**src/rtl/pic_exec_ctrl_pkg.sv**
```systemverilog
// pic_exec_ctrl_pkg
//   Shared constants for the PIC16C5x execute sequencer: bus widths, the
//   ALU function codes driven on aluFuncOut, phase encodings and the
//   instruction-class encodings produced by the decoder.
package pic_exec_ctrl_pkg;

    localparam int INSTR_WIDTH    = 12;
    localparam int PC_WIDTH       = 9;
    localparam int F_ADDR_WIDTH   = 5;
    localparam int ALU_FUNC_WIDTH = 5;

    // ALU function codes
    localparam logic [ALU_FUNC_WIDTH-1:0] ALU_IDLE  = 5'd0;
    localparam logic [ALU_FUNC_WIDTH-1:0] ALU_ADDWF = 5'd1;
    localparam logic [ALU_FUNC_WIDTH-1:0] ALU_SUBWF = 5'd2;
    localparam logic [ALU_FUNC_WIDTH-1:0] ALU_ANDWF = 5'd3;
    localparam logic [ALU_FUNC_WIDTH-1:0] ALU_IORWF = 5'd4;
    localparam logic [ALU_FUNC_WIDTH-1:0] ALU_XORWF = 5'd5;
    localparam logic [ALU_FUNC_WIDTH-1:0] ALU_COMF  = 5'd6;
    localparam logic [ALU_FUNC_WIDTH-1:0] ALU_DECF  = 5'd7;
    localparam logic [ALU_FUNC_WIDTH-1:0] ALU_INCF  = 5'd8;
    localparam logic [ALU_FUNC_WIDTH-1:0] ALU_MOVF  = 5'd9;
    localparam logic [ALU_FUNC_WIDTH-1:0] ALU_MOVWF = 5'd10;
    localparam logic [ALU_FUNC_WIDTH-1:0] ALU_CLRF  = 5'd11;
    localparam logic [ALU_FUNC_WIDTH-1:0] ALU_CLRW  = 5'd12;
    localparam logic [ALU_FUNC_WIDTH-1:0] ALU_RLF   = 5'd13;
    localparam logic [ALU_FUNC_WIDTH-1:0] ALU_RRF   = 5'd14;
    localparam logic [ALU_FUNC_WIDTH-1:0] ALU_SWAPF = 5'd15;
    localparam logic [ALU_FUNC_WIDTH-1:0] ALU_BCF   = 5'd16;
    localparam logic [ALU_FUNC_WIDTH-1:0] ALU_BSF   = 5'd17;
    localparam logic [ALU_FUNC_WIDTH-1:0] ALU_ANDLW = 5'd18;
    localparam logic [ALU_FUNC_WIDTH-1:0] ALU_IORLW = 5'd19;
    localparam logic [ALU_FUNC_WIDTH-1:0] ALU_XORLW = 5'd20;

    // Phase encodings (qOut)
    localparam logic [1:0] PH_Q1 = 2'd0;
    localparam logic [1:0] PH_Q2 = 2'd1;
    localparam logic [1:0] PH_Q3 = 2'd2;
    localparam logic [1:0] PH_Q4 = 2'd3;

    // Skip condition evaluated in Q3
    typedef enum logic [1:0] {
        SKIP_NONE = 2'd0,
        SKIP_ZERO = 2'd1,   // DECFSZ / INCFSZ: skip when result is zero
        SKIP_BCLR = 2'd2,   // BTFSC: skip when selected bit is clear
        SKIP_BSET = 2'd3    // BTFSS: skip when selected bit is set
    } skip_kind_e;

    // Two-cycle control transfers
    typedef enum logic [1:0] {
        BR_NONE  = 2'd0,
        BR_GOTO  = 2'd1,
        BR_CALL  = 2'd2,
        BR_RETLW = 2'd3
    } br_kind_e;

endpackage

```
**src/rtl/pic_instr_decode.sv**
```systemverilog
// pic_instr_decode
//   Purely combinational decode of a PIC16C5x 12-bit instruction word.
//   Ports:
//     irIn            instruction register contents
//     aluFuncOut      ALU function code
//     wWrOut/fWrOut   result destination (d bit on byte-file ops)
//     statusWrOut     instruction updates STATUS
//     skipKindOut     skip_kind_e class
//     brKindOut       br_kind_e class
//   SLEEP, CLRWDT, OPTION, TRIS and undefined words decode as NOP.
module pic_instr_decode
    import pic_exec_ctrl_pkg::*;
(
    input  logic [INSTR_WIDTH-1:0]    irIn,
    output logic [ALU_FUNC_WIDTH-1:0] aluFuncOut,
    output logic                      wWrOut,
    output logic                      fWrOut,
    output logic                      statusWrOut,
    output logic [1:0]                skipKindOut,
    output logic [1:0]                brKindOut
);

    logic d_bit;
    assign d_bit = irIn[5];

    always_comb begin
        aluFuncOut  = ALU_IDLE;
        wWrOut      = 1'b0;
        fWrOut      = 1'b0;
        statusWrOut = 1'b0;
        skipKindOut = SKIP_NONE;
        brKindOut   = BR_NONE;
        casez (irIn)
            12'b0000_001?_????: begin aluFuncOut = ALU_MOVWF; fWrOut = 1'b1; end
            12'b0000_0100_0000: begin aluFuncOut = ALU_CLRW; wWrOut = 1'b1; statusWrOut = 1'b1; end
            12'b0000_011?_????: begin aluFuncOut = ALU_CLRF; fWrOut = 1'b1; statusWrOut = 1'b1; end
            12'b0000_10??_????: begin aluFuncOut = ALU_SUBWF; statusWrOut = 1'b1; end
            12'b0000_11??_????: begin aluFuncOut = ALU_DECF;  statusWrOut = 1'b1; end
            12'b0001_00??_????: begin aluFuncOut = ALU_IORWF; statusWrOut = 1'b1; end
            12'b0001_01??_????: begin aluFuncOut = ALU_ANDWF; statusWrOut = 1'b1; end
            12'b0001_10??_????: begin aluFuncOut = ALU_XORWF; statusWrOut = 1'b1; end
            12'b0001_11??_????: begin aluFuncOut = ALU_ADDWF; statusWrOut = 1'b1; end
            12'b0010_00??_????: begin aluFuncOut = ALU_MOVF;  statusWrOut = 1'b1; end
            12'b0010_01??_????: begin aluFuncOut = ALU_COMF;  statusWrOut = 1'b1; end
            12'b0010_10??_????: begin aluFuncOut = ALU_INCF;  statusWrOut = 1'b1; end
            12'b0010_11??_????: begin aluFuncOut = ALU_DECF;  skipKindOut = SKIP_ZERO; end
            12'b0011_00??_????: begin aluFuncOut = ALU_RRF;   statusWrOut = 1'b1; end
            12'b0011_01??_????: begin aluFuncOut = ALU_RLF;   statusWrOut = 1'b1; end
            12'b0011_10??_????: begin aluFuncOut = ALU_SWAPF; end
            12'b0011_11??_????: begin aluFuncOut = ALU_INCF;  skipKindOut = SKIP_ZERO; end
            12'b0100_????_????: begin aluFuncOut = ALU_BCF; fWrOut = 1'b1; end
            12'b0101_????_????: begin aluFuncOut = ALU_BSF; fWrOut = 1'b1; end
            12'b0110_????_????: skipKindOut = SKIP_BCLR;
            12'b0111_????_????: skipKindOut = SKIP_BSET;
            // RETLW/MOVLW pass the literal through IORLW; the datapath zeroes W for them
            12'b1000_????_????: begin aluFuncOut = ALU_IORLW; wWrOut = 1'b1; brKindOut = BR_RETLW; end
            12'b1001_????_????: brKindOut = BR_CALL;
            12'b101?_????_????: brKindOut = BR_GOTO;
            12'b1100_????_????: begin aluFuncOut = ALU_IORLW; wWrOut = 1'b1; end
            12'b1101_????_????: begin aluFuncOut = ALU_IORLW; wWrOut = 1'b1; statusWrOut = 1'b1; end
            12'b1110_????_????: begin aluFuncOut = ALU_ANDLW; wWrOut = 1'b1; statusWrOut = 1'b1; end
            12'b1111_????_????: begin aluFuncOut = ALU_XORLW; wWrOut = 1'b1; statusWrOut = 1'b1; end
            default: ;
        endcase
        // Byte-file ops (upper nibble 0..3, excluding MOVWF/CLRW/CLRF) steer by d
        if (irIn[11:10] == 2'b00 && irIn[9:7] != 3'b000) begin
            wWrOut = ~d_bit;
            fWrOut = d_bit;
        end
    end

endmodule

```
**src/rtl/pic_exec_ctrl.sv**
```systemverilog
// pic_exec_ctrl
//   Q1-Q4 phase sequencer and instruction register for the PIC16C5x core.
//   Ports:
//     clk, rst          core clock, synchronous active-high reset
//     instrIn           program word, latched on the Q4->Q1 edge
//     aluZeroIn, fBitIn skip inputs, sampled on the Q3->Q4 edge
//     qOut              current phase (0=Q1 .. 3=Q4)
//     aluFuncOut, bitSelOut, litOut, fAddrOut   decode held for the whole cycle
//     wWrEnOut, fWrEnOut, statusWrEnOut, pcLoadOut, stackPushOut,
//     stackPopOut       Q4 strobes; pcIncOut Q1 strobe
//     pcTargetOut       GOTO/CALL destination
//   A skip or branch flushes the following word into a forced NOP.
module pic_exec_ctrl
    import pic_exec_ctrl_pkg::*;
#(
    parameter int INSTR_WIDTH  = pic_exec_ctrl_pkg::INSTR_WIDTH,
    parameter int PC_WIDTH     = pic_exec_ctrl_pkg::PC_WIDTH,
    parameter int F_ADDR_WIDTH = pic_exec_ctrl_pkg::F_ADDR_WIDTH
) (
    input  logic                      clk,
    input  logic                      rst,
    input  logic [INSTR_WIDTH-1:0]    instrIn,
    input  logic                      aluZeroIn,
    input  logic                      fBitIn,
    output logic [1:0]                qOut,
    output logic [ALU_FUNC_WIDTH-1:0] aluFuncOut,
    output logic [2:0]                bitSelOut,
    output logic [7:0]                litOut,
    output logic [F_ADDR_WIDTH-1:0]   fAddrOut,
    output logic                      wWrEnOut,
    output logic                      fWrEnOut,
    output logic                      statusWrEnOut,
    output logic                      pcIncOut,
    output logic                      pcLoadOut,
    output logic [PC_WIDTH-1:0]       pcTargetOut,
    output logic                      stackPushOut,
    output logic                      stackPopOut
);

    logic [1:0]             q_q, q_d;
    logic [INSTR_WIDTH-1:0] ir_q, ir_d;
    logic                   flush_q, flush_d;
    // Holds flush across the first fetch after reset so that word also runs as NOP
    logic                   fill_q, fill_d;
    logic                   skip_q, skip_d;
    logic                   w_wr_q, w_wr_d, f_wr_q, f_wr_d, st_wr_q, st_wr_d;
    logic                   pc_inc_q, pc_inc_d, pc_load_q, pc_load_d;
    logic                   push_q, push_d, pop_q, pop_d;

    logic [ALU_FUNC_WIDTH-1:0] dec_alu;
    logic                      dec_w, dec_f, dec_st;
    logic [1:0]                dec_skip, dec_br;
    logic                      live, skip_cond, in_q3;

    pic_instr_decode u_decode (
        .irIn        (ir_q),
        .aluFuncOut  (dec_alu),
        .wWrOut      (dec_w),
        .fWrOut      (dec_f),
        .statusWrOut (dec_st),
        .skipKindOut (dec_skip),
        .brKindOut   (dec_br)
    );

    assign live  = ~flush_q;
    assign in_q3 = (q_q == PH_Q3);

    always_comb begin
        skip_cond = 1'b0;
        case (dec_skip)
            SKIP_ZERO: skip_cond = aluZeroIn;
            SKIP_BCLR: skip_cond = ~fBitIn;
            SKIP_BSET: skip_cond = fBitIn;
            default:   skip_cond = 1'b0;
        endcase
    end

    // Next state: IR/flush advance only on the Q4->Q1 edge
    always_comb begin
        q_d     = q_q + 2'd1;
        ir_d    = ir_q;
        flush_d = flush_q;
        fill_d  = fill_q;
        skip_d  = skip_q;
        if (in_q3) begin
            skip_d = live & skip_cond;
        end
        if (q_q == PH_Q4) begin
            ir_d    = instrIn;
            flush_d = fill_q | (live & (skip_q | (dec_br != BR_NONE)));
            fill_d  = 1'b0;
        end
        // Strobes are registered one edge early so they appear exactly in Q4 / Q1
        w_wr_d    = in_q3 & live & dec_w;
        f_wr_d    = in_q3 & live & dec_f;
        st_wr_d   = in_q3 & live & dec_st;
        pc_load_d = in_q3 & live & (dec_br == BR_GOTO || dec_br == BR_CALL);
        push_d    = in_q3 & live & (dec_br == BR_CALL);
        pop_d     = in_q3 & live & (dec_br == BR_RETLW);
        pc_inc_d  = (q_q == PH_Q4);
    end

    always_ff @(posedge clk) begin
        if (rst) begin
            q_q       <= PH_Q4;
            ir_q      <= '0;
            flush_q   <= 1'b1;
            fill_q    <= 1'b1;
            skip_q    <= 1'b0;
            w_wr_q    <= 1'b0;
            f_wr_q    <= 1'b0;
            st_wr_q   <= 1'b0;
            pc_inc_q  <= 1'b0;
            pc_load_q <= 1'b0;
            push_q    <= 1'b0;
            pop_q     <= 1'b0;
        end else begin
            q_q       <= q_d;
            ir_q      <= ir_d;
            flush_q   <= flush_d;
            fill_q    <= fill_d;
            skip_q    <= skip_d;
            w_wr_q    <= w_wr_d;
            f_wr_q    <= f_wr_d;
            st_wr_q   <= st_wr_d;
            pc_inc_q  <= pc_inc_d;
            pc_load_q <= pc_load_d;
            push_q    <= push_d;
            pop_q     <= pop_d;
        end
    end

    assign qOut          = q_q;
    assign aluFuncOut    = live ? dec_alu : ALU_IDLE;
    assign bitSelOut     = ir_q[7:5];
    assign litOut        = ir_q[7:0];
    assign fAddrOut      = ir_q[F_ADDR_WIDTH-1:0];
    // CALL can only reach the lower half page; the PC block clears PC[8]
    assign pcTargetOut   = (dec_br == BR_CALL) ? {{(PC_WIDTH-8){1'b0}}, ir_q[7:0]}
                                               : ir_q[PC_WIDTH-1:0];
    assign wWrEnOut      = w_wr_q;
    assign fWrEnOut      = f_wr_q;
    assign statusWrEnOut = st_wr_q;
    assign pcIncOut      = pc_inc_q;
    assign pcLoadOut     = pc_load_q;
    assign stackPushOut  = push_q;
    assign stackPopOut   = pop_q;

endmodule

```
**config.mk**
```make
export PLATFORM = sky130hd
export DESIGN_NAME = pic_exec_ctrl
export DESIGN_NICKNAME = d
export VERILOG_FILES = /design/src/rtl/pic_exec_ctrl_pkg.sv /design/src/rtl/pic_instr_decode.sv /design/src/rtl/pic_exec_ctrl.sv
export SDC_FILE = /design/constraint.sdc
export NUM_CORES = 1
export LEC_CHECK = 0
export BUFFER_PORTS_ARGS = -buffer_cell sky130_fd_sc_hd__buf_2
export CORE_MARGIN = 5
export CORE_UTILIZATION = 40
export DETAILED_ROUTE_END_ITERATION = 7
export PLACE_DENSITY = 0.7
export SYNTH_ARGS = -nofsm -noshare
export SYNTH_HDL_FRONTEND = slang
export SYNTH_SLANG_ARGS = --single-unit
```
**constraint.sdc**
```tcl
create_clock -name clk -period 4.8 [get_ports clk]
set_input_delay 1.44 -clock clk [delete_from_list [all_inputs] [get_ports clk]]
set_output_delay 1.44 -clock clk [all_outputs]
set_load 0.01 [all_outputs]
```
==> impl_metrics.py, run 1 <==
metrics = {
    "run_status": {
        "result_of_the_run": "finished, final reports clean",
    },
    "worst_setup_path": {
        "critical_path_class": "reg2out",
        "worst-endpoint-arrival_ps": 2170,
        "worst-r2r-cell-count": 8,
        "critPathLaunchType": "register",
        "cp_data_required_time_ps": 3360,
        "worst_setup_path_end_kind": "output port",
        "critPathMaxFanout": 20,
    },
    "logic_synthesis": {
        "synthesis.area_per_instance_um2": 7.80,
        "synthesis.nets": 216,
        "post_synth_instance_area_um2": 1520,
        "ys_ff_latch": 24,
        "share_of_synthesized_area_occupied_by_flip_flops_and_latches_pct": 31.6,
        "syn-instance-count": 195,
        "post_synth_num_cell_types": 38,
        "synth-warning-count": 0,
    },
    "die": {
        "row_count": 22,
        "die_area_um2": 5130,
        "fp.coreArea_um2": 3660,
        "ioPinCount": 55,
        "fp.dieH_um": 71.7,
        "floorplan.die.width_um": 71.7,
        "initial_utilization_pct": 41.5,
    },
    "clock_tree": {
        "cts_root_buffer": "clkbuf_8",
        "cts_sinks": 24,
        "cts_hold_repair.buffers": 0,
        "h-tree-depth": 1,
        "postCtsResizedCells": 0,
        "post-cts-setup-buffers": 0,
        "clock_tree_from_tritoncts": "built",
        "numCtsBuffers": 3,
        "clock_tree.buffer_depth": 2,
        "insertion_delay_ps": 270,
        "clk_pin_slew_worst_paths_ps": 90,
    },
    "placed_design": {
        "portBuffers": 54,
        "hpwlAfterDp_mm": 2.43,
        "dp_cells": 261,
        "routabilityCongestion": 0.880,
    },
    "layout": {
        "drive_above_1_share_pct": 29.5,
        "areaGrowthSynthToFinish_pct": 11.0,
        "final_net_count": 239,
        "fin_cells": 265,
        "share_of_the_core_filled_with_cells_in_the_final_layout_pct": 46.1,
        "num_antenna_cells": 0,
    },
    "timing": {
        "layout_min_cycle_time_ps": 3610,
        "slew_violations": 0,
        "worst_slew_pin_slew_ps": 796,
        "rsz0062_at_grt": "no",
        "timing_hold_violations_final": 0,
        "peak_freq_mhz": 277,
        "timing.final.setup_violations": 0,
        "setup_tns_ps": 0,
        "layout_worst_path_cycle_share_pct": 75.2,
        "clock-skew-final_ps": 2.92,
        "timing.slew.headroom_pct": 46.9,
        "hold_ws_ps": 438,
    },
    "pwr": {
        "clock_network_fraction_of_total_power_pct": 33.0,
        "p_sw_share_pct": 29.9,
        "sequentialPowerShare_pct": 44.2,
        "p_total_mw": 0.544,
        "power-per-cell-area_nw_per_um2": 323,
        "comb_power_share_pct": 22.8,
        "total_leakage_power_nw": 0.822,
        "power_report.internal_total_mw": 0.382,
        "max-vdd-ir-drop_v": 0.000137,
        "total_switching_power_mw": 0.163,
    },
    "global_routing": {
        "grt_pass1_vias": 1190,
        "grtUsageTotal_pct": 13.5,
        "gr-total-overflow": 0,
        "grt_start_max_net_pins": 22,
        "grt_antenna_before_repair": 0,
        "wire_length_of_the_first_global_routing_pass_mm": 5.61,
    },
    "routing": {
        "via_count": 1295,
        "avgViaCountPerCell": 4.89,
        "first_iter_violations": 69,
        "antenna_left": 0,
        "drt_first_pass_iters": 4,
        "drc": 0,
        "wire_per_inst_um": 12.5,
        "wl_mm": 3.30,
    },
    "job": {
        "max_cap_violations": 0,
    },
    "min_path": {
        "worstHoldPathType": "reg2reg",
        "holdPathStages": 1,
    },
}
==> placed cells by master (no fill, tap or decap), drive strengths merged, types with 2 or more instances in the layout <==
| cell | Yosys | layout |
|---|---|---|
| a211oi | 2 | 2 |
| a21o | 2 | 2 |
| a21oi | 9 | 9 |
| a221oi | 2 | 2 |
| a31oi | 3 | 3 |
| and3 | 3 | 3 |
| buf | 31 | 54 |
| clkbuf | 5 | 3 |
| dfxtp | 24 | 24 |
| ha | 5 | 5 |
| inv | 7 | 7 |
| mux2i | 13 | 13 |
| nand2 | 13 | 13 |
| nand2b | 6 | 6 |
| nand3 | 2 | 2 |
| nor2 | 31 | 31 |
| nor2b | 5 | 5 |
| nor3 | 5 | 5 |
| o21ai | 10 | 10 |
| or2 | 3 | 3 |
==> layer usage <==
layer  share of wire, %  up-vias  global-route usage [%]  wire length, um
li1                   -      678                       -                -
met4                1.6        0                    5.01               53
met5                  0        -                       0                0
met2                 47       29                    21.7             1560
met1                 47      584                    18.0             1560
met3                3.8        4                    2.10              126
==> path summary, 6_finish.rpt <==
kind | start | to | slack (ps)
hold / removal | qOut[0] | qOut[0] | 440
setup / recovery | ir_q[8] | aluFuncOut[0] | 1190
hold reg to reg | qOut[0] | qOut[0] | 440
setup reg to reg | ir_q[10] | flush_q | 2870
==> power groups by stage <==
stage / registers, mW / clock network, mW / logic, mW
finish: 0.241 / 0.179 / 0.124
floorplan: 0.230 / 0 / 0.121
CTS: 0.240 / 0.183 / 0.126
global placement: 0.244 / 0 / 0.125
detailed placement: 0.245 / 0 / 0.126
global route: 0.245 / 0.189 / 0.142
==> flip-flops by register name (all words and copies together), names as in the netlist <==
register / count
qOut: 2
wWrEnOut: 1
fill_q: 1
stackPushOut: 1
pcLoadOut: 1
stackPopOut: 1
fWrEnOut: 1
flush_q: 1
pcIncOut: 1
skip_q: 1
ir_q: 12
statusWrEnOut: 1
==> layout make-up <==
type / instances / area, um^2
clock buffer: 3 / 41.3
tap: 48 / 60.1
sequential: 24 / 480
inverter: 7 / 26.3
timing repair buffer: 54 / 270
fill: 384 / 1970
clock inverter: 1 / 30.0
multi-input combinational: 128 / 779
==> cell usage after synthesis <==
cell / instances / share of area [%]
a21oi_1: 9 / 3.0
nand4_1: 1 / 0.41
nand4b_1: 1 / 0.58
o22ai_1: 1 / 0.41
nor2_1: 31 / 7.7
ha_1: 5 / 4.1
nand2_1: 13 / 3.2
a22oi_1: 1 / 0.49
and2_1: 1 / 0.41
xnor2_1: 1 / 0.58
or3_1: 1 / 0.41
nor3_1: 5 / 1.6
nand3_1: 2 / 0.66
dfxtp_1: 24 / 32
a32oi_1: 1 / 0.58
nor4b_2: 1 / 0.99
or2_2: 3 / 1.2
o21a_1: 1 / 0.49
a31oi_1: 3 / 1.2
and3_1: 3 / 1.2
inv_1: 6 / 1.5
o211ai_1: 1 / 0.49
inv_2: 1 / 0.25
a211oi_2: 1 / 0.82
o21ai_0: 9 / 3.0
nand3b_1: 1 / 0.49
a221oi_1: 2 / 1.2
buf_2: 7 / 2.3
o21ai_1: 1 / 0.33
mux2i_1: 13 / 8.6
clkbuf_1: 5 / 1.2
a41o_1: 1 / 0.66
a21o_1: 2 / 0.99
buf_4: 24 / 12
nand2b_1: 6 / 2.5
a211oi_1: 1 / 0.49
and2b_1: 1 / 0.49
nor2b_1: 5 / 2.1
==> metrics by stage <==
step           instance area, um^2  setup slack [ps]
4_1_cts                       1690              1160
5_1_grt                       1690              1040
3_3_place_gp                  1620              1500
6_report                      1690              1190
2_1_floorplan                 1520              1980
3_5_place_dp                  1620              1480
==> critical path, stage by stage, from the launching register on <==
cell and delay (ps):
dfxtp_1 740, mux2i_1 140, or3_1 370, o21a_1 120
a41o_1 220, a211oi_2 150, buf_2 160
==> logic make-up after synthesis <==
| kind of cell | share of synthesized area, % |
|---|---|
| adder cells (fa/ha/maj) | 4.12 |
| buffers and inverters | 17.1 |
| AO/OA/AOI/OAI | 14.1 |
| XOR/XNOR | 0.576 |
| AND/OR/NAND/NOR | 24.0 |
| flip-flops | 31.6 |
| multiplexers | 8.56 |
(Power assumes the default switching activity.)
==> run 2, diff against run 1 <==
ABC_AREA = 1   (was default)
clock period = 3.7 ns   (was 4.8 ns; I/O delays follow)
==> impl_metrics.py, run 2 <==
metrics = {
    "routing": {
        "first_iter_violations": 120,
        "via_count": 1412,
        "antenna_left": 0,
        "wl_mm": 3.42,
        "wire_per_inst_um": 11.1,
        "drt_first_pass_iters": 4,
        "drc": 0,
        "avgViaCountPerCell": 4.58,
    },
    "layout": {
        "final_common_cell": "buf_2",
        "num_antenna_cells": 0,
        "multiInputGateArea_um2": 704,
        "final_cell_mix": "buf_2 (54), nor2_1 (40), nand2_1 (35)",
        "seq_area_um2": 480,
        "share_of_the_core_filled_with_cells_in_the_final_layout_pct": 46.8,
        "drive_above_1_share_pct": 29.2,
        "register_with_the_most_flip_flops": "ir_q",
        "fin_cells": 308,
        "final_cell_area_um2": 1710,
        "fillers": 400,
        "final_net_count": 282,
        "largest_reg_flops": 12,
        "areaGrowthSynthToFinish_pct": 14.0,
    },
    "logic_synthesis": {
        "async_reset_ff_share_pct": 0,
        "yosys-top-cells-count": "nor2_1 (40), nand2_1 (35), inv_1 (29)",
        "synth_top_cell_area_share_pct": 31.9,
        "post_synth_num_cell_types": 22,
        "ys_top_cells_by_area": "dfxtp_1 (32%), buf_4 (12%), nor2_1 (10%), nand2_1 (8.7%), inv_1 (7.2%)",
        "ys_ff_latch": 24,
        "ys.flop_type": "dfxtp_1",
        "share_of_synthesized_area_occupied_by_flip_flops_and_latches_pct": 31.9,
        "synthesis.area_per_instance_um2": 6.57,
        "post_synth_instance_area_um2": 1500,
        "synth_area_leader_cell": "dfxtp_1",
        "synthesis.nets": 250,
        "cell_with_the_most_instances_after_synthesis": "nor2_1",
        "number_of_enable_flip_flop_cells_after_synthesis": 0,
        "synth-warning-count": 0,
        "syn-instance-count": 229,
    },
    "pwr": {
        "max-vdd-ir-drop_v": 0.000224,
        "power_report.internal_total_mw": 0.498,
        "total_switching_power_mw": 0.237,
        "clock_network_fraction_of_total_power_pct": 30.8,
        "total_leakage_power_nw": 0.960,
        "p_total_mw": 0.734,
        "power-per-cell-area_nw_per_um2": 428,
        "sequentialPowerShare_pct": 41.5,
        "comb_power_share_pct": 27.7,
        "p_sw_share_pct": 32.2,
    },
    "clock_tree": {
        "cts_hold_repair.buffers": 0,
        "clock_tree.buffer_depth": 2,
        "post-cts-setup-buffers": 0,
        "clock_tree_from_tritoncts": "built",
        "numCtsBuffers": 3,
        "cts_sinks": 24,
        "insertion_delay_ps": 270,
        "h-tree-depth": 1,
        "cts_root_buffer": "clkbuf_8",
        "clk_pin_slew_worst_paths_ps": 90,
        "postCtsResizedCells": 0,
    },
    "worst_setup_path": {
        "worst_setup_path_end_kind": "output port",
        "cp_data_required_time_ps": 2590,
        "critPathLaunchType": "register",
        "critical_path_class": "reg2out",
        "worst-endpoint-arrival_ps": 1720,
        "critPathMaxFanout": 5,
    },
    "placed_design": {
        "dp_cells": 304,
        "routabilityCongestion": 0.919,
        "placement.cell_area_um2": 1640,
        "hpwlAfterDp_mm": 2.77,
        "portBuffers": 54,
    },
    "timing": {
        "layout_min_cycle_time_ps": 2830,
        "setup_tns_ps": 0,
        "clock-skew-final_ps": 10.7,
        "timing.final.setup_violations": 0,
        "rsz0062_at_grt": "no",
        "peak_freq_mhz": 353,
        "timing.slew.headroom_pct": 62.1,
        "layout_worst_path_cycle_share_pct": 76.6,
        "worst_slew_pin_slew_ps": 569,
        "slew_violations": 0,
        "timing_hold_violations_final": 0,
    },
    "die": {
        "fp.coreArea_um2": 3660,
        "ioPinCount": 55,
        "fp.dieH_um": 71.3,
        "die_area_um2": 5090,
        "floorplan.die.width_um": 71.3,
        "initial_utilization_pct": 41.1,
        "row_count": 22,
    },
    "run_status": {
        "result_of_the_run": "finished, final reports clean",
    },
    "min_path": {
        "worstHoldPathType": "reg2reg",
    },
    "global_routing": {
        "grt_antenna_before_repair": 0,
        "grt_pass1_vias": 1349,
        "grtUsageTotal_pct": 14.1,
        "grt_start_max_net_pins": 21,
        "wire_length_of_the_first_global_routing_pass_mm": 5.89,
        "gr-total-overflow": 0,
    },
    "job": {
        "max_cap_violations": 0,
    },
}
==> run 2: changes by cell type in the layout (fill, tap and decap cells not counted), sizes merged, moves of 3 or more <==
cell	change
a31oi	-3
inv	+26
nor2b	-5
nand2	+29
and3	-3
o21ai	+12
mux2i	-13
nor2	+14
nand2b	-6
a21oi	+3
nand3	+10
or2	-3
nor3	-3
==> run 2: worst max-delay path, stage by stage, from the launching register on <==
cell and delay [ps]:
dfxtp_1 410, inv_1 110, nor2_1 150, inv_1 70
nor2_1 150, inv_1 80, ha_1 210, nor2_1 130
buf_2 150
==> run 2: area by class of cell <==
| class | count | share of cell area (%) |
|---|---|---|
| inverters | 34 | 7.45 |
| multi-input cells | 144 | 41.1 |
| flip-flops and latches | 24 | 28.0 |
| well taps | 48 | 3.50 |
| clock inverters | 1 | 1.75 |
| repair buffers | 54 | 15.8 |
| clock buffers | 3 | 2.41 |
==> run 2: routing by layer <==
metal / GRT usage [%] / routed length (um)
met5: 0 / 0
met4: 5.64 / 76
met3: 3.37 / 170
met2: 23.1 / 1570
met1: 17.9 / 1600
==> run 2: power by group through the flow <==
stage	clock [mW]	combinational (mW)	sequential, mW
after floorplan	0	0.173	0.308
after global placement	0	0.204	0.310
after global routing	0.245	0.230	0.310
after detailed placement	0	0.204	0.311
final	0.226	0.203	0.305
after CTS	0.234	0.205	0.305
==> run 2: path summary, 6_finish.rpt <==
check,from,endpoint,slack (ps),cells after the start
setup / recovery,ir_q[11],pcTargetOut[8],870,8
hold / removal,qOut[0],qOut[0],430,1
setup reg to reg,ir_q[8],flush_q,2130,10
hold reg to reg,qOut[0],qOut[0],430,1
==> run 2: cell families after synthesis <==
group | count (synthesis) | share of synthesized area (%)
and+or+nand+nor | 104 | 30.7
buffers and inverters | 61 | 21.2
AOI/OAI and AO/OA | 35 | 12.0
DFF | 24 | 31.9
adders and majority gates | 5 | 4.16
==> run 2: per-stage QoR <==
step	worst slack, ps	hold slack (ps)
2_1_floorplan	1400	436
3_3_place_gp	1220	408
3_5_place_dp	1160	414
4_1_cts	848	437
5_1_grt	608	473
6_report	867	426
==> run 3, diff against run 2 <==
ABC_AREA = 0   (was 1)
PLACE_DENSITY = 0.72   (was 0.7)
clock period = 2.3 ns   (was 3.7 ns; I/O delays follow)
==> impl_metrics.py, run 3 (synthesis results as in run 1) <==
metrics = {
    "run_status": {
        "result_of_the_run": "finished, violations left",
        "failed_checks": "setup timing",
    },
    "layout": {
        "final_cell_mix": "buf_2 (53), nor2_1 (31), dfxtp_1 (16), buf_4 (16), mux2i_1 (13)",
        "final_net_count": 259,
        "drive_above_1_share_pct": 43.5,
        "register_with_the_most_flip_flops": "ir_q",
        "final_common_cell": "buf_2",
        "fin_cells": 285,
        "largest_reg_flops": 12,
        "areaGrowthSynthToFinish_pct": 27.7,
        "num_antenna_cells": 0,
    },
    "pwr": {
        "power-per-cell-area_nw_per_um2": 587,
        "p_sw_share_pct": 32.2,
        "total_leakage_power_nw": 0.939,
        "total_switching_power_mw": 0.367,
        "comb_power_share_pct": 32.6,
        "power_report.internal_total_mw": 0.773,
        "max-vdd-ir-drop_v": 0.000303,
        "sequentialPowerShare_pct": 41.8,
        "clock_network_fraction_of_total_power_pct": 25.6,
        "p_total_mw": 1.14,
    },
    "placed_design": {
        "routabilityCongestion": 0.882,
        "dp_cells": 274,
        "hpwlAfterDp_mm": 2.66,
        "portBuffers": 54,
    },
    "routing": {
        "wire_per_inst_um": 13.2,
        "via_count": 1443,
        "antenna_left": 0,
        "first_iter_violations": 124,
        "avgViaCountPerCell": 5.06,
        "wl_mm": 3.77,
        "drt_first_pass_iters": 5,
        "drc": 0,
    },
    "min_path": {
        "worstHoldPathType": "reg2reg",
    },
    "clock_tree": {
        "insertion_delay_ps": 270,
        "cts_sinks": 24,
        "numCtsBuffers": 3,
        "h-tree-depth": 1,
        "clock_tree_from_tritoncts": "built",
        "clk_pin_slew_worst_paths_ps": 90,
        "clock_tree.buffer_depth": 2,
        "cts_root_buffer": "clkbuf_8",
        "cts_hold_repair.buffers": 0,
    },
    "worst_setup_path": {
        "largest_incremental_delay_on_the_critical_path_ps": 360,
        "worst-endpoint-arrival_ps": 1790,
        "cp_cell_sequence": "nor4b_4 > a21oi_2 > o21a_1 > a41o_1 > buf_4 > nor2_1 > buf_2",
        "cp_data_required_time_ps": 1610,
        "cp_slowest_cell": "dfxtp_4",
        "critPathMaxFanout": 3,
        "critPathLaunchType": "register",
        "critical_path_class": "reg2out",
        "worst_setup_path_end_kind": "output port",
    },
    "timing": {
        "timing.final.setup_violations": 4,
        "clock-skew-final_ps": 4.60,
        "rsz0062_at_grt": "yes",
        "peak_freq_mhz": 403,
        "slew_violations": 0,
        "layout_worst_path_cycle_share_pct": 108,
        "final.setup.worst_slack_ps": -180,
        "timing.slew.headroom_pct": 46.5,
        "worst_slew_pin_slew_ps": 803,
        "timing_hold_violations_final": 0,
        "layout_min_cycle_time_ps": 2480,
    },
    "global_routing": {
        "grtUsageTotal_pct": 14.3,
        "grt_start_max_net_pins": 20,
        "grt_antenna_before_repair": 0,
        "grt_pass1_vias": 1275,
        "wire_length_of_the_first_global_routing_pass_mm": 5.90,
        "gr-total-overflow": 0,
    },
    "die": {
        "fp.coreArea_um2": 3660,
        "fp.dieH_um": 71.7,
        "row_count": 22,
        "initial_utilization_pct": 41.5,
        "ioPinCount": 55,
        "die_area_um2": 5130,
        "floorplan.die.width_um": 71.7,
    },
    "job": {
        "max_cap_violations": 0,
    },
}
## run 3: changes by cell type in the layout (fill, tap and decap cells not counted), moves of 6 or more
| cell | previous run | this run |
|---|---|---|
| nand2_2 | 7 | 1 |
| buf_4 | 0 | 16 |
| nor2_1 | 40 | 31 |
| inv_1 | 29 | 5 |
| mux2i_1 | 0 | 13 |
| o21ai_0 | 20 | 9 |
| nand3_1 | 11 | 2 |
| dfxtp_1 | 24 | 16 |
| nand2_1 | 35 | 12 |
## run 3: area by class of cell
| type | instances | area (um^2) |
|---|---|---|
| Fill cell | 373 | 1720 |
| Inverter | 7 | 26.3 |
| Multi-Input combinational cell | 128 | 848 |
| Clock buffer | 4 | 55.1 |
| Sequential cell | 24 | 500 |
| Tap cell | 48 | 60.1 |
| Timing Repair Buffer | 74 | 450 |
## run 3: through the flow
stage	utilization [%]	TNS (ps)	worst slack, ps	cell area [um^2]	hold slack [ps]
floorplan	-	0	231	1520	431
global placement	47.2	0	102	1730	413
detailed placement	47.2	0	63.0	1730	426
CTS	50.8	-421	-167	1860	446
global route	53.0	-928	-286	1940	463
finish	53.0	-518	-180	1940	445
## run 3: final timing paths
path           start       endpoint  cells after the start  slack, ps
max          ir_q[3]  aluFuncOut[1]                      7       -180
min          qOut[0]        qOut[0]                      1        440
max reg2reg  ir_q[9]        flush_q                     10        650
min reg2reg  qOut[0]        qOut[0]                      1        440
## run 3: metal layers
| metal | global-route usage (%) | part of all wire [%] | wire [um] | up-vias |
|---|---|---|---|---|
| li1 | - | - | - | 719 |
| met1 | 18.0 | 43 | 1620 | 680 |
| met2 | 24.0 | 51 | 1940 | 40 |
| met3 | 2.24 | 3.9 | 148 | 4 |
| met4 | 6.26 | 1.5 | 57 | 0 |
| met5 | 0 | 0 | 0 | - |
## run 3: power groups by stage
stage / clock, mW / combinational (mW) / sequential (mW)
after global placement: 0 / 0.326 / 0.481
after global routing: 0.313 / 0.408 / 0.481
after CTS: 0.298 / 0.347 / 0.477
after floorplan: 0 / 0.253 / 0.480
final: 0.292 / 0.371 / 0.477
after detailed placement: 0 / 0.326 / 0.482
## run 3: timing repair
action                                  4_1_cts  5_1_grt
endpoints found under the setup margin        5        5
gates resized for setup                      15       16
buffers inserted                              5        3
pin swaps                                     1        4
gates cloned                                  0        0
## run 3: critical path, delay by kind of cell (launching register included)
kind            cells  cell delay [ps]
compound gates      3              500
buf+inv             2              280
flops               1              360
simple gates        2              380
